==> config.mk <==
export PLATFORM = sky130hd
export DESIGN_NAME = thirty_two_bit_accumulator_flat
export DESIGN_NICKNAME = d
export VERILOG_FILES = /design/src/rtl/thirty_two_bit_accumulator_pkg.sv /design/src/rtl/thirty_two_bit_accumulator_if.sv /design/src/rtl/thirty_two_bit_accumulator_acc_adder.sv /design/src/rtl/thirty_two_bit_accumulator.sv /design/src/flat_wrapper.sv
export SDC_FILE = /design/constraint.sdc
export NUM_CORES = 1
export LEC_CHECK = 0
export ABC_AREA = 1
export BUFFER_PORTS_ARGS = -buffer_cell sky130_fd_sc_hd__buf_2
export CAP_MARGIN = 30
export CORE_MARGIN = 2
export CORE_UTILIZATION = 47
export DETAILED_ROUTE_END_ITERATION = 10
export PLACE_DENSITY = 0.84
export SLEW_MARGIN = 20
export SYNTH_ARGS = -nofsm -noshare
export SYNTH_HDL_FRONTEND = slang
export SYNTH_HIERARCHICAL = 1
export SYNTH_SLANG_ARGS = --single-unit
==> constraint.sdc <==
create_clock -name clk -period 19.1 [get_ports clk]
set_clock_uncertainty 0.15 [all_clocks]
set_input_delay 3.82 -clock clk [delete_from_list [all_inputs] [get_ports clk]]
set_output_delay 3.82 -clock clk [all_outputs]
set_load 0.005 [all_outputs]
==> src/rtl/thirty_two_bit_accumulator_pkg.sv <==
// ----------------------------------------------------------------------------
// thirty_two_bit_acc_pkg
//   Shared definitions for the thirty_two_bit_accumulator slice:
//     - state_t      : accumulator FSM states (IDLE, ACCUM, DONE)
//     - DEF_WIDTH    : default operand/sum width
//     - DEF_LEN_W    : default burst-length field width
//     - SAT_ONES     : all-ones value an accumulator clamps to on saturation
//   Optional feature macro used by the slice: SATURATE_EN.
// ----------------------------------------------------------------------------
package thirty_two_bit_acc_pkg;

    localparam int unsigned DEF_WIDTH = 32;
    localparam int unsigned DEF_LEN_W = 8;

    localparam logic [DEF_WIDTH-1:0] SAT_ONES = '1;

    typedef enum logic [1:0] {
        IDLE  = 2'd0,
        ACCUM = 2'd1,
        DONE  = 2'd2
    } state_t;

endpackage : thirty_two_bit_acc_pkg

==> src/rtl/thirty_two_bit_accumulator_if.sv <==
// ----------------------------------------------------------------------------
// thirty_two_bit_accumulator_if
//   Operand stream, result stream and burst control of the accumulator.
//   Ports carried:
//     start, len              burst request (producer -> accumulator)
//     in_valid, in_data       operand stream (producer -> accumulator)
//     in_ready                operand backpressure (accumulator -> producer)
//     out_valid, out_sum,
//     out_carry               result stream (accumulator -> consumer)
//     out_ready               result backpressure (consumer -> accumulator)
//     busy                    accumulator not in IDLE
//   Modports: master = producer/consumer side, slave = accumulator side.
// ----------------------------------------------------------------------------
interface thirty_two_bit_accumulator_if
    import thirty_two_bit_acc_pkg::*;
#(
    parameter int unsigned WIDTH = DEF_WIDTH,
    parameter int unsigned LEN_W = DEF_LEN_W
);

    logic             start;
    logic [LEN_W-1:0] len;
    logic             in_valid;
    logic             in_ready;
    logic [WIDTH-1:0] in_data;
    logic             out_valid;
    logic             out_ready;
    logic [WIDTH-1:0] out_sum;
    logic             out_carry;
    logic             busy;

    modport master (
        output start, len, in_valid, in_data, out_ready,
        input  in_ready, out_valid, out_sum, out_carry, busy
    );

    modport slave (
        input  start, len, in_valid, in_data, out_ready,
        output in_ready, out_valid, out_sum, out_carry, busy
    );

endinterface : thirty_two_bit_accumulator_if

==> src/rtl/thirty_two_bit_accumulator_acc_adder.sv <==
// ----------------------------------------------------------------------------
// acc_adder
//   Combinational WIDTH-bit ripple-carry adder.
//   Ports:
//     a, b   in   WIDTH  operands
//     cin    in   1      carry-in
//     sum    out  WIDTH  a + b + cin (modulo 2**WIDTH)
//     cout   out  1      carry-out of the top bit
// ----------------------------------------------------------------------------
module acc_adder
    import thirty_two_bit_acc_pkg::*;
#(
    parameter int unsigned WIDTH = DEF_WIDTH
) (
    input  logic [WIDTH-1:0] a,
    input  logic [WIDTH-1:0] b,
    input  logic             cin,
    output logic [WIDTH-1:0] sum,
    output logic             cout
);

    // Ripple carry held in a single scalar walked LSB to MSB so the chain
    // is not a self-referencing vector.
    logic ripple;

    always_comb begin
        ripple = cin;
        sum    = '0;
        for (int unsigned i = 0; i < WIDTH; i++) begin
            sum[i] = a[i] ^ b[i] ^ ripple;
            ripple = (a[i] & b[i]) | (ripple & (a[i] ^ b[i]));
        end
        cout = ripple;
    end

endmodule : acc_adder

==> src/rtl/thirty_two_bit_accumulator.sv <==
// ----------------------------------------------------------------------------
// thirty_two_bit_accumulator
//   Sums a burst of operands arriving over a valid/ready stream into a
//   running total and presents the final sum plus a sticky carry flag on a
//   valid/ready result port.
//   Ports:
//     clk      in   1      rising-edge clock
//     rst_n    in   1      asynchronous active-low reset
//     bus      slave modport of thirty_two_bit_accumulator_if
//                (start/len, in_valid/in_ready/in_data,
//                 out_valid/out_ready/out_sum/out_carry, busy)
//   Configuration macro:
//     SATURATE_EN  defined   : on carry-out the total clamps to all-ones for
//                              the rest of the burst; out_carry flags it.
//                  undefined : total wraps modulo 2**WIDTH; out_carry is the
//                              sticky OR of every carry-out in the burst.
// ----------------------------------------------------------------------------
module thirty_two_bit_accumulator
    import thirty_two_bit_acc_pkg::*;
#(
    parameter int unsigned WIDTH = DEF_WIDTH,
    parameter int unsigned LEN_W = DEF_LEN_W
) (
    input  logic                        clk,
    input  logic                        rst_n,
    thirty_two_bit_accumulator_if.slave bus
);

    state_t           state_q;
    logic [WIDTH-1:0] acc_q;
    logic [LEN_W-1:0] remaining_q;
    logic             carry_q;
    logic             in_ready_q;
    logic             out_valid_q;
    logic             busy_q;

    logic [WIDTH-1:0] add_sum;
    logic             add_cout;
    logic             beat;

    acc_adder #(
        .WIDTH (WIDTH)
    ) u_adder (
        .a    (acc_q),
        .b    (bus.in_data),
        .cin  (1'b0),
        .sum  (add_sum),
        .cout (add_cout)
    );

    // in_ready_q is only ever high in ACCUM, so this is the beat strobe.
    assign beat = bus.in_valid & in_ready_q;

    always_ff @(posedge clk or negedge rst_n) begin
        if (!rst_n) begin
            state_q     <= IDLE;
            acc_q       <= '0;
            remaining_q <= '0;
            carry_q     <= 1'b0;
            in_ready_q  <= 1'b0;
            out_valid_q <= 1'b0;
            busy_q      <= 1'b0;
        end else begin
            case (state_q)
                IDLE: begin
                    if (bus.start) begin
                        acc_q       <= '0;
                        carry_q     <= 1'b0;
                        remaining_q <= bus.len;
                        busy_q      <= 1'b1;
                        if (bus.len != '0) begin
                            state_q    <= ACCUM;
                            in_ready_q <= 1'b1;
                        end else begin
                            // Empty burst: report a zero result straight away.
                            state_q     <= DONE;
                            out_valid_q <= 1'b1;
                        end
                    end
                end

                ACCUM: begin
                    if (beat) begin
`ifdef SATURATE_EN
                        // Once clamped, further operands cannot move the total.
                        if (add_cout || carry_q) begin
                            acc_q <= '1;
                        end else begin
                            acc_q <= add_sum;
                        end
`else
                        acc_q <= add_sum;
`endif
                        carry_q     <= carry_q | add_cout;
                        remaining_q <= remaining_q - LEN_W'(1);
                        if (remaining_q == LEN_W'(1)) begin
                            state_q     <= DONE;
                            in_ready_q  <= 1'b0;
                            out_valid_q <= 1'b1;
                        end
                    end
                end

                DONE: begin
                    // start is deliberately ignored here, even on the ack
                    // cycle: a new burst always needs an IDLE cycle.
                    if (bus.out_ready) begin
                        state_q     <= IDLE;
                        out_valid_q <= 1'b0;
                        busy_q      <= 1'b0;
                    end
                end

                default: begin
                    state_q     <= IDLE;
                    in_ready_q  <= 1'b0;
                    out_valid_q <= 1'b0;
                    busy_q      <= 1'b0;
                end
            endcase
        end
    end

    assign bus.in_ready  = in_ready_q;
    assign bus.out_valid = out_valid_q;
    assign bus.out_sum   = acc_q;
    assign bus.out_carry = carry_q;
    assign bus.busy      = busy_q;

endmodule : thirty_two_bit_accumulator

==> src/flat_wrapper.sv <==
// flat-port wrapper written by rule: the top's interface ports become plain ports
module thirty_two_bit_accumulator_flat import thirty_two_bit_acc_pkg::*;
#(
    parameter int unsigned WIDTH = DEF_WIDTH,
    parameter int unsigned LEN_W = DEF_LEN_W
)
  (clk, rst_n, bus_start, bus_len, bus_in_valid, bus_in_data, bus_out_ready, bus_in_ready, bus_out_valid, bus_out_sum, bus_out_carry, bus_busy);
  thirty_two_bit_accumulator_if #(.WIDTH(WIDTH), .LEN_W(LEN_W)) bus_i ();
  input  logic clk;
  input  logic rst_n;
  input wire logic [$bits(bus_i.start)-1:0] bus_start;
  input wire logic [$bits(bus_i.len)-1:0] bus_len;
  input wire logic [$bits(bus_i.in_valid)-1:0] bus_in_valid;
  input wire logic [$bits(bus_i.in_data)-1:0] bus_in_data;
  input wire logic [$bits(bus_i.out_ready)-1:0] bus_out_ready;
  output wire logic [$bits(bus_i.in_ready)-1:0] bus_in_ready;
  output wire logic [$bits(bus_i.out_valid)-1:0] bus_out_valid;
  output wire logic [$bits(bus_i.out_sum)-1:0] bus_out_sum;
  output wire logic [$bits(bus_i.out_carry)-1:0] bus_out_carry;
  output wire logic [$bits(bus_i.busy)-1:0] bus_busy;
  assign bus_i.start = bus_start;
  assign bus_i.len = bus_len;
  assign bus_i.in_valid = bus_in_valid;
  assign bus_i.in_data = bus_in_data;
  assign bus_i.out_ready = bus_out_ready;
  assign bus_in_ready = bus_i.in_ready;
  assign bus_out_valid = bus_i.out_valid;
  assign bus_out_sum = bus_i.out_sum;
  assign bus_out_carry = bus_i.out_carry;
  assign bus_busy = bus_i.busy;
  thirty_two_bit_accumulator #(.WIDTH(WIDTH), .LEN_W(LEN_W)) u_core (.clk(clk), .rst_n(rst_n), .bus(bus_i));
endmodule
==> metrics.md <==
| Metric | Value |
|---|---|
| Status | completed |
| Cells after DPL | 450 |
| Clk_lat worst skew | 0.31 ns |
| Worst Path Max Fanout | 1 |
| Minimum clock period | 16.64 ns |
| Yosys top cell by area | dfrtp_1 |
| Fin crit share | 87.1% |
| Clk buf depth | 2 |
| Setup ws final | 2.46 ns |
| Final Setup Violations | 0 |
| Die span in x | 82.6 µm |
| Final Hold Vio Count | 0 |
| WL met2 | 3.20 mm |
| Crit. Startpoint | bus_in_data[0] |
| WL final | 6.48 mm |
| Worst hold slack | 0.340 ns |
| Clock-pin slew on the worst setup and hold paths | 0.10 ns |
| Hold Crit Class | reg -> reg |
| FF-to-FF End | u_core/bus.out_sum[31] |
| Finished Layout Cells | 458 |
| Synth cell types | 26 |
| Layout cell share with drive strength beyond 1 | 26.6% |
| Reg2reg path depth | 38 |
| Power Total | 420 µW |
| Post-synthesis compound-gate area fraction | 5.35% |
| First-pass GRT wire length | 10.5 mm |
| Leakage Power | 1.93 nW |
| Avg Cell Area, Syn | 9.48 µm² |
| Initial core utilization | 48.7% |
| R2r startpoint | u_core/bus.out_sum[0] |
| Top-area cell type share of the netlist area | 39.7% |
| Pin count of the biggest net entering global routing | 45 |
| Slew Viols, Final | 0 |
| Residual DRC | 0 |
| Largest stage delay, worst path | 0.43 ns |
| Nets | 461 |
| Fin Setup TNS | 0 ns |
| Total setup buffers inserted after CTS | 0 |
| Simple-Gate Fraction of Synth Area | 23.6% |
| Synth Flop Type | dfrtp_1 |
| Main area contributors after synthesis | dfrtp_1 (40%), fa_1 (22%), nand2_1 (13%) |
| Internal | 230 µW |
| Sequential Power Share | 37.9% |
| RSZ-0062 raised after global routing | no |
| WL/cell | 14.1 µm |
| Synth async-reset ratio | 100% |
| HPWL Detailed | 4.78 mm |
| Critical Path End | u_core/bus.out_sum[31] |
| DR vias/cell | 5.08 |
| Most frequent cell after synthesis | nand2_1 |
| Setup WS pre-CTS | 2.24 ns |
| Post-CTS Resized | 0 |
| Most used cell, CP | fa_1 |
| Largest family of logic cells by synthesized area | simple AND/OR/NAND/NOR gates |
| Clock power share | 15.1% |
| CP endpoint kind | flop |
| Gate power share | 47.0% |
| Total gr overflow | 0 |
| Wl on met1 | 2.73 mm |
| Filler cells | 552 |
| DRT antenna net count | 0 |
| Arrival @ worst endpoint | 16.74 ns |
| Cts hold-fix bufs | 0 |
| Metal3 WL | 468 µm |
| IO Port Bufs | 80 |
| Synth Area in Adders | 22.9% |
| Synthesis-to-layout area growth | 16.9% |
| Relative slew slack | 55.6% |
| Vias in the first global route | 2262 |
| Top achievable clock speed | 60.1 MHz |
| H-tree Lvls | 2 |
| Commonest cells post-synth | nand2_1 (97), dfrtp_1 (46), nand3_1 (38), fa_1 (32), inv_1 (25) |
| Crit Path Class | in -> reg |
| Inserted Diodes | 0 |
| DR top layer | met4 |
| Startpoint Class | input pin |
| Post-synth EDFFs | 0 |
| FP Rows | 28 |
| PwrDens | 124 nW/µm² |
| GPL Wtd Cong | 0.845 |
| Clock sinks | 46 |
| Worst-Margin Slew | 0.665 ns |
| Switching share of power | 45.4% |
| Initial antenna violation count | 0 |
| # IOs | 81 |
| Clock buffer count from CTS | 5 |
| WP data required | 19.20 ns |
| Seq cells post-synth | 46 |
| Mapped cell area | 2900 µm² |
| Worst VDD drop | 100 µV |
| First-pass iteration count of the detailed router | 4 |
| Vias | 2327 |
| Height of the chip | 82.6 µm |
| Syn Nets | 385 |
| Die area | 6820 µm² |
| Seq/Total Area, Yosys | 39.7% |
| Worst reg2reg setup slack | 5.61 ns |
| Synth Area in XOR/XNOR | 0.302% |
| Switching Power | 191 µW |
| Max_cap viols | 0 |
| Post-synthesis mux area share | 0% |
| Gate count after technology mapping | 306 |
| Core Box Area | 5960 µm² |
| TritonCTS clock tree | built |
| Total GRT Usage | 20.5% |
| Synth warn | 6 |
| Critical path's slowest cell | fa_1 |
| Drt first-iter violations | 86 |
| Root Buffer | clkbuf_8 |
[worst min path at each step]
| stage | from | slack [ns] | depth (start not counted) | end |
|---|---|---|---|---|
| 3_3_place_gp | u_core/bus.out_valid | 0.30 | 2 | u_core/bus.out_valid |
| 6_report | u_core/bus.out_valid | 0.34 | 2 | u_core/bus.out_valid |
| 4_1_cts | u_core/bus.out_valid | 0.34 | 2 | u_core/bus.out_valid |
| 5_1_grt | u_core/bus.busy | 0.37 | 2 | u_core/bus.busy |
| 3_5_place_dp | u_core/bus.out_valid | 0.32 | 2 | u_core/bus.out_valid |
| 2_1_floorplan | u_core/bus.out_valid | 0.31 | 2 | u_core/bus.out_valid |
[through the flow]
step / area [µm²] / util [%]
6_report: 3390 / 57.0
5_1_grt: 3390 / 57.0
4_1_cts: 3390 / 57.0
3_5_place_dp: 3300 / 55.4
3_3_place_gp: 3270 / 54.9
2_1_floorplan: 2900 / -
[layout make-up]
cell class | instances | area [µm²] | area share, %
Clock buffer | 5 | 68.8 | 2.03
Clock inverter | 3 | 23.8 | 0.701
Inverter | 27 | 109 | 3.21
Multi-Input combinational cell | 221 | 1520 | 44.7
Sequential cell | 46 | 1150 | 33.9
Tap cell | 75 | 93.8 | 2.77
Timing Repair Buffer | 81 | 428 | 12.6
[flip-flops by register name, indices dropped and copies added (netlist names)]
| register | count |
|---|---|
| u_core/bus.out_valid | 1 |
| u_core/state_q | 2 |
| u_core/bus.out_carry | 1 |
| u_core/bus.busy | 1 |
| u_core/bus.in_ready | 1 |
| u_core/bus.out_sum | 32 |
| u_core/remaining_q | 8 |
[worst max-delay path, delay by kind of cell]
family,cells,cell delay [ns]
adder cells (fa/ha/maj),32,12.39
buffers and inverters,5,0.37
AND/OR/NAND/NOR,2,0.17
[cell usage in the layout (no fill, tap or decap), types with 2 or more instances in the layout]
cell type / netlist / layout
o21ai_2: 2 / 2
o21ai_1: 5 / 5
nand2_1: 97 / 97
fa_1: 32 / 32
nand2_2: 3 / 3
nand3_1: 38 / 38
buf_2: 0 / 80
inv_1: 25 / 25
clkinvlp_4: 0 / 2
nor2_1: 21 / 21
ha_1: 2 / 2
inv_6: 1 / 2
o21ai_0: 9 / 9
a21oi_1: 2 / 2
dfrtp_1: 46 / 46
clkbuf_8: 0 / 5
[kinds of logic after synthesis]
group | after synthesis
xor+xnor | 1
compound gates | 23
flops | 46
simple gates | 162
buf+inv | 39
fa+ha+maj | 34
other cells | 1
[layer usage]
layer	up-vias	global-route usage, %
met4	0	5.08
met5	-	0
met3	9	5.00
met1	1136	27.0
li1	1099	-
met2	83	34.1
[power by group through the flow]
| stage | sequential, mW | clock (mW) | combinational (mW) |
|---|---|---|---|
| 2_1_floorplan | 0.159 | 0 | 0.149 |
| 3_3_place_gp | 0.160 | 0 | 0.187 |
| 3_5_place_dp | 0.161 | 0 | 0.198 |
| 4_1_cts | 0.160 | 0.0652 | 0.199 |
| 5_1_grt | 0.166 | 0.0697 | 0.227 |
| 6_report | 0.159 | 0.0636 | 0.198 |
No activity file was read; power rests on OpenSTA's default activity.
